## config.mk

```make
export PLATFORM = sky130hd
export DESIGN_NAME = booth_mac_acc
export DESIGN_NICKNAME = d
export VERILOG_FILES = /design/src/rtl/booth_mac_acc.sv
export SDC_FILE = /design/constraint.sdc
export NUM_CORES = 1
export LEC_CHECK = 0
export BUFFER_PORTS_ARGS = -buffer_cell sky130_fd_sc_hd__clkbuf_2
export CAP_MARGIN = 20
export CORE_AREA = 2 2 112 71
export CTS_CLUSTER_SIZE = 28
export DETAILED_ROUTE_END_ITERATION = 8
export DIE_AREA = 0 0 114 73
export GPL_ROUTABILITY_DRIVEN = 0
export PLACE_DENSITY = 0.87
export SLEW_MARGIN = 20
export SYNTH_ARGS = -nofsm -noshare
export SYNTH_HDL_FRONTEND = slang
export SYNTH_SLANG_ARGS = --single-unit
```

## constraint.sdc

```tcl
create_clock -name clk -period 2.7 [get_ports clk]
set_clock_uncertainty 0.05 [all_clocks]
set_input_delay 0.135 -clock clk [delete_from_list [all_inputs] [get_ports clk]]
set_output_delay 0.135 -clock clk [all_outputs]
set_load 0.02 [all_outputs]
```

## src/rtl/booth_mac_acc.sv

```systemverilog
// booth_mac_acc: sequential signed multiply-accumulate controller that feeds
// an external combinational 8x8 Booth multiplier and saturates a dot product.
// Ports:
//   clk, rst              clock, synchronous active-high reset
//   start, len            job launch and pair count (sampled in IDLE)
//   in_valid/in_ready     operand pair handshake, in_a/in_b signed 8-bit
//   mul_a/mul_b, mul_p    registered operands out, combinational product in
//   out_valid/out_ready   result handshake, out_acc result, out_sat sticky flag
//   busy                  high whenever a job is in progress or pending output
module booth_mac_acc #(
    parameter int ACC_W = 24,
    parameter int LEN_W = 8
) (
    input  logic             clk,
    input  logic             rst,
    input  logic             start,
    input  logic [LEN_W-1:0] len,
    input  logic             in_valid,
    output logic             in_ready,
    input  logic [7:0]       in_a,
    input  logic [7:0]       in_b,
    output logic [7:0]       mul_a,
    output logic [7:0]       mul_b,
    input  logic [15:0]      mul_p,
    output logic             out_valid,
    input  logic             out_ready,
    output logic [ACC_W-1:0] out_acc,
    output logic             out_sat,
    output logic             busy
);

    typedef enum logic [1:0] {
        S_IDLE,
        S_RUN,
        S_MUL,
        S_DONE
    } state_t;

    localparam logic [ACC_W-1:0] ACC_MAX = {1'b0, {(ACC_W-1){1'b1}}};
    localparam logic [ACC_W-1:0] ACC_MIN = {1'b1, {(ACC_W-1){1'b0}}};
    localparam logic [LEN_W-1:0] CNT_ONE = {{(LEN_W-1){1'b0}}, 1'b1};

    state_t           state_q, state_d;
    logic [LEN_W-1:0] cnt_q, cnt_d;
    logic [ACC_W-1:0] acc_q, acc_d;
    logic             sat_q, sat_d;
    logic [7:0]       mul_a_q, mul_a_d;
    logic [7:0]       mul_b_q, mul_b_d;

    logic [ACC_W:0]   prod_ext;
    logic [ACC_W:0]   sum;
    logic             pos_ovf;
    logic             neg_ovf;
    logic [ACC_W-1:0] sum_sat;

    // One extra guard bit: the top two bits disagree exactly on overflow.
    always_comb begin
        prod_ext = {{(ACC_W-15){mul_p[15]}}, mul_p};
        sum      = {acc_q[ACC_W-1], acc_q} + prod_ext;
        pos_ovf  = ~sum[ACC_W] & sum[ACC_W-1];
        neg_ovf  = sum[ACC_W] & ~sum[ACC_W-1];
        sum_sat  = sum[ACC_W-1:0];
        if (pos_ovf) begin
            sum_sat = ACC_MAX;
        end else if (neg_ovf) begin
            sum_sat = ACC_MIN;
        end
    end

    always_comb begin
        state_d = state_q;
        cnt_d   = cnt_q;
        acc_d   = acc_q;
        sat_d   = sat_q;
        mul_a_d = mul_a_q;
        mul_b_d = mul_b_q;
        unique case (state_q)
            S_IDLE: begin
                if (start) begin
                    cnt_d = len;
                    acc_d = '0;
                    sat_d = 1'b0;
                    if (len == '0) begin
                        state_d = S_DONE;
                    end else begin
                        state_d = S_RUN;
                    end
                end
            end
            S_RUN: begin
                if (in_valid) begin
                    mul_a_d = in_a;
                    mul_b_d = in_b;
                    state_d = S_MUL;
                end
            end
            S_MUL: begin
                acc_d = sum_sat;
                sat_d = sat_q | pos_ovf | neg_ovf;
                cnt_d = cnt_q - CNT_ONE;
                if (cnt_q == CNT_ONE) begin
                    state_d = S_DONE;
                end else begin
                    state_d = S_RUN;
                end
            end
            S_DONE: begin
                if (out_ready) begin
                    state_d = S_IDLE;
                end
            end
            default: begin
                state_d = S_IDLE;
            end
        endcase
    end

    always_ff @(posedge clk) begin
        if (rst) begin
            state_q <= S_IDLE;
            cnt_q   <= '0;
            acc_q   <= '0;
            sat_q   <= 1'b0;
            mul_a_q <= '0;
            mul_b_q <= '0;
        end else begin
            state_q <= state_d;
            cnt_q   <= cnt_d;
            acc_q   <= acc_d;
            sat_q   <= sat_d;
            mul_a_q <= mul_a_d;
            mul_b_q <= mul_b_d;
        end
    end

    assign in_ready  = (state_q == S_RUN);
    assign out_valid = (state_q == S_DONE);
    assign busy      = (state_q != S_IDLE);
    assign out_acc   = acc_q;
    assign out_sat   = sat_q;
    assign mul_a     = mul_a_q;
    assign mul_b     = mul_b_q;

endmodule
```

=== Word level (Yosys, flattened, before mapping) ===
Cells that the tools add are included.

* Add/subtract/negate cells: 2
* Multipliers: 0
* Divide/modulo/power cells: 0
* Magnitude comparators: 0
* Equal/unequal tests: 7
* Shift-type cells: 0
* Multiplexer cells: 14
* Bitwise gates (word level): 6
* Reductions and logical operators: 7

{| class="wikitable"
|+ Operator list
! cell !! count
|-
| $mux 24 || 3
|-
| $pmux 24 s2 || 1
|-
| $add 24x16->25 || 1
|-
| $pmux 8 s2 || 1
|-
| $mux 2 || 5
|-
| $eq 8x1->1 const B || 1
|-
| $logic_not 8->1 || 1
|-
| $mux 8 || 1
|-
| $pmux 2 s4 || 1
|-
| $sub 8x1->8 const B || 1
|-
| $eq 2x2->1 const B || 2
|-
| $ne 2x2->1 const B || 2
|-
| $reduce_and 2->1 || 2
|-
| $reduce_bool 2->1 || 2
|-
| $reduce_and 3->1 || 1
|-
| $and 1x1->1 || 2
|-
| $eq 2x1->1 const B || 1
|-
| $logic_not 2->1 || 1
|-
| $ne 2x1->1 const B || 1
|-
| $not 1->1 || 2
|-
| $or 1x1->1 || 2
|-
| $pmux 1 s2 || 1
|-
| $mux 1 || 1
|}

* Register bits: 51
* Latch bits: 0
* Bits in writable memories: 0
* Memory bits (read-only): 0
* Output and inout port bits: 44
* Memories: 0

=== Longest topological paths before layout ===
* Word-level depth: 6
* Mapped depth: 12
* Gate-level depth less buffers: 11

=== Worst setup path after synthesis ===
OpenSTA, ideal clock, no wires.

* Path kind: register -> register
* Start: register acc_q[18] (netlist: out_acc[18])
* End: register acc_q[0] (netlist: out_acc[0])
* Library setup time: 132 ps
* Arrival: 2700 ps
* Required time: 2518 ps
* Slack: -183 ps
* Stages on the path, launching flop included: 12
* Cells stage by stage: dfxtp_1 > ha_1 > buf_6 > a2111o_1 > o21bai_1 > a41o_1 > or3_1 > o211ai_2 > a31oi_4 > buf_6 > o21ai_1 > a21oi_1

* Cells in the longest elaborated chain, start to end: 6
* Elaborated cells between the ends (all ways): 8

{| class="wikitable"
|+ Ends and longest elaborated chain
! what !! RTL line !! text
|-
| start: declaration || 45 || <nowiki>logic [ACC_W-1:0] acc_q, acc_d;</nowiki>
|-
| start signal: assignment || 122 || <nowiki>acc_q <= '0;</nowiki>
|-
| start signal: assignment || 129 || <nowiki>acc_q <= acc_d;</nowiki>
|-
| $add 24x16->25 * || 59 || <nowiki>sum = {acc_q[ACC_W-1], acc_q} + prod_ext;</nowiki>
|-
| $not 1->1 || 61 || <nowiki>neg_ovf = sum[ACC_W] & ~sum[ACC_W-1];</nowiki>
|-
| $and 1x1->1 || 61 ||
|-
| $mux 24 || 65 || <nowiki>end else if (neg_ovf) begin</nowiki>
|-
| $mux 24 * || 63 || <nowiki>if (pos_ovf) begin</nowiki>
|-
| $pmux 24 s2 * || 77 || <nowiki>unique case (state_q)</nowiki>
|}

Mark *: on every way between the ends. The rest lies on a longest branch, timed or not.
A chain may end at the register's enable or synchronous reset.

=== Final worst setup path ===
* Start: register acc_q[18] (netlist: out_acc[18])
* End: register acc_q[1] (netlist: out_acc[1])

Same word-level chain as after synthesis.

==> results by group <==
Run status
  – Status: finished, final reports clean

Critical path
  – Critical Path AT: 2.76 ns
  – R2R depth: 10
  – WS Path Type: register to register
  – Peak fanout along the critical path: 8
  – Reg-to-Reg End: out_acc[1]
  – R2R Path Start: out_acc[18]
  – R2r setup slk: 0.03 ns
  – CP startpoint kind: register
  – Critical path origin: out_acc[18]
  – Crit path capture type: register
  – Critical Path Sink: out_acc[1]
  – Worst path required time: 2.79 ns

Pwr
  – Leak: 2.00 nW
  – Max VDD drop: 0.000273 V
  – Pwr per Cell Area: 499 mW/mm²
  – Total power: 0.00228 W

Yosys
  – Distinct cells, synth: 57
  – Post-Syn Area: 0.00341 mm²
  – Mapped Cells: 449
  – Asr flop ratio synth: 0%
  – Synth area leaders: dfxtp_1, ha_1, nand2_1, a21oi_1, a31oi_1
  – Sequential cell area fraction in the yosys report: 30.0%
  – Avg Cell Area, Syn: 7.59 µm²
  – Ys flop type: dfxtp_1
  – Synth cell count leaders: nand2_1, dfxtp_1, a21oi_1
  – Syn. warnings: 0
  – Most frequent cell after synthesis: nand2_1
  – Synth Net Count: 521
  – Post-synth EDFFs: 0
  – Yosys top cell area share: 30.0%
  – Dominant cell type by area after synthesis: dfxtp_1
  – Flops & latches, synth: 51

Finish
  – Nets@finish: 635
  – Area delta synth->final: 34.1%
  – Diodes inserted: 0
  – Share of layout cells above drive strength 1: 32.1%

Timing
  – Final min period: 2.67 ns
  – Final slew viol count: 0
  – Final setup viols: 0
  – RSZ-0062 raised after global routing: true
  – Fin crit share: 99.1%
  – Final setup margin: 0.0252 ns
  – Final Hold Fails: 0
  – Worst slew margin: 26.6%
  – Slew @ Worst Pin: 1.10 ns
  – FMAX: 374 MHz

Floorplanning
  – I/O Pins: 89
  – Core footprint: 0.00744 mm²
  – Die area: 0.00832 mm²
  – Cell Rows: 25
  – Starting Density: 45.7%
  – Die X: 114 µm
  – Die Span Y: 73 µm

Global route
  – Largest net degree at the start of global routing: 53
  – Global routing usage on met2: 38.5%
  – Met1 Use GR: 34.0%
  – All-Layer GR Usage: 24.4%
  – Vias in the first global route: 3,438
  – Busiest grt layer: met2
  – Gr ovfl total: 0
  – Antenna violations before repair: 0
  – First-pass GRT wire length: 16.5 mm
  – Grt met3 use: 5.73%

Place
  – DP Worst Slack: -0.173 ns
  – Number of port buffers: 88
  – DP HPWL: 7.64 mm

Route
  – DR vias/cell: 5.91
  – First-pass DRT Iterations: 5
  – First DRT Iteration DRCs: 275
  – Total number of vias: 3,886
  – WL final: 10.7 mm
  – Wirelength per Cell: 16.2 µm
  – Post-DRT Antenna Nets: 0
  – DRC viols: 0

Clock tree
  – CTS tree: built
  – Sink Count: 51
  – Clock slew at reported path FFs: 0.07 ns
  – Clock insertion delay at the later pin of the skew report: 0.30 ns
  – Clock root buffer: clkbuf_16
  – H-tree Lvls: 2
  – Clk buf depth: 2
  – Total CTS buffers: 5

Worst hold path
  – Hold Crit Class: input pin to register

Job
  – Max-Cap Viols: 0
## layout make-up
cell class,count,area (µm²)
fillers,629,2880
inverters,14,52.6
repair buffers,132,797
clock inverters,2,16.3
multi-input cells,359,2400
well taps,94,118
flip-flops and latches,51,1030
clock buffers,6,150
## routing by layer
layer | vias up | wire length, µm
met1 | 1812 | 4750
met4 | 0 | 138
met2 | 201 | 4780
met5 | - | 0
met3 | 21 | 990
li1 | 1852 | -
## through the flow
step	instances	util, %	setup TNS, ns	cell area, µm²	hold WS, ns
2_1_floorplan	449	-	0	3410	0.196
3_3_place_gp	644	55.6	-0.936	4140	0.297
3_5_place_dp	644	55.6	-3.26	4140	0.313
4_1_cts	654	59.0	0	4390	0.00272
5_1_grt	658	61.3	-1.59	4570	0.0128
6_report	658	61.3	0	4570	0.00545
## cell families (layout without fill, tap and decap cells)
kind of cell	after synthesis	in the layout	share of synthesized area, %
and+or+nand+nor	167	167	21.7
AOI/OAI and AO/OA	145	145	27.4
DFF	51	51	30.0
buffers and inverters	39	154	5.47
adders and majority gates	27	27	10.1
xor gates and xnor gates	18	18	4.63
muxes	2	2	0.588
## how the worst min path moves through the flow
stage	end	slack, ns	startpoint	cells after the start
finish	mul_b[3]	0.005	in_b[3]	3
global route	mul_a[7]	0.01	in_a[7]	3
CTS	mul_b[3]	0.003	in_b[3]	3
detailed placement	mul_b[3]	0.31	in_b[3]	3
global placement	state_q[0]	0.30	out_ready	2
floorplan	state_q[0]	0.20	out_ready	1
## registers in the layout, indices dropped and copies added, names as in the netlist
register	count
out_sat	1
state_q	2
out_acc	24
cnt_q	8
mul_b	8
mul_a	8
## critical path, cell delays in order (launching register included)
cell and delay, ns:
dfxtp_4 0.36, ha_4 0.22, a2111o_1 0.38, o21bai_4 0.19
a41o_1 0.23, or3_4 0.36, o211ai_4 0.25, a31oi_4 0.16
buf_6 0.17, nand2b_1 0.08, a31oi_2 0.08
## what timing repair did
item | CTS | global route
hold buffers | 0 | 1
buffers inserted | 2 | 3
endpoints found under the setup margin | 24 | 24
hold endpoints to repair | 0 | 1
pin swaps | 6 | 17
resized for setup | 17 | 31
## power breakdown
| group | switching (W) | internal (W) | total [W] |
|---|---|---|---|
| sequential | 0.0000542 | 0.000803 | 0.000857 |
| combinational | 0.000412 | 0.000290 | 0.000702 |
| clock | 0.000313 | 0.000404 | 0.000717 |
| total | 0.000779 | 0.00150 | 0.00228 |
## placed cells by master, fill, tap and decap left out, types with 4 or more instances in the layout
cell type,count
dfxtp_1,48
nand2_1,82
nand3_1,6
a31oi_1,24
a21oi_1,45
xnor2_1,13
nand4_1,5
ha_1,20
nor2b_1,4
xor2_1,5
clkbuf_16,6
nand2b_1,6
a211oi_1,4
nor2_1,32
o21ai_0,11
nand2_2,4
o21ai_1,6
buf_4,39
nor3_1,9
a21o_1,8
ha_4,4
o22ai_1,6
clkbuf_2,88
inv_1,14
Power figures use the tool's default switching activity.
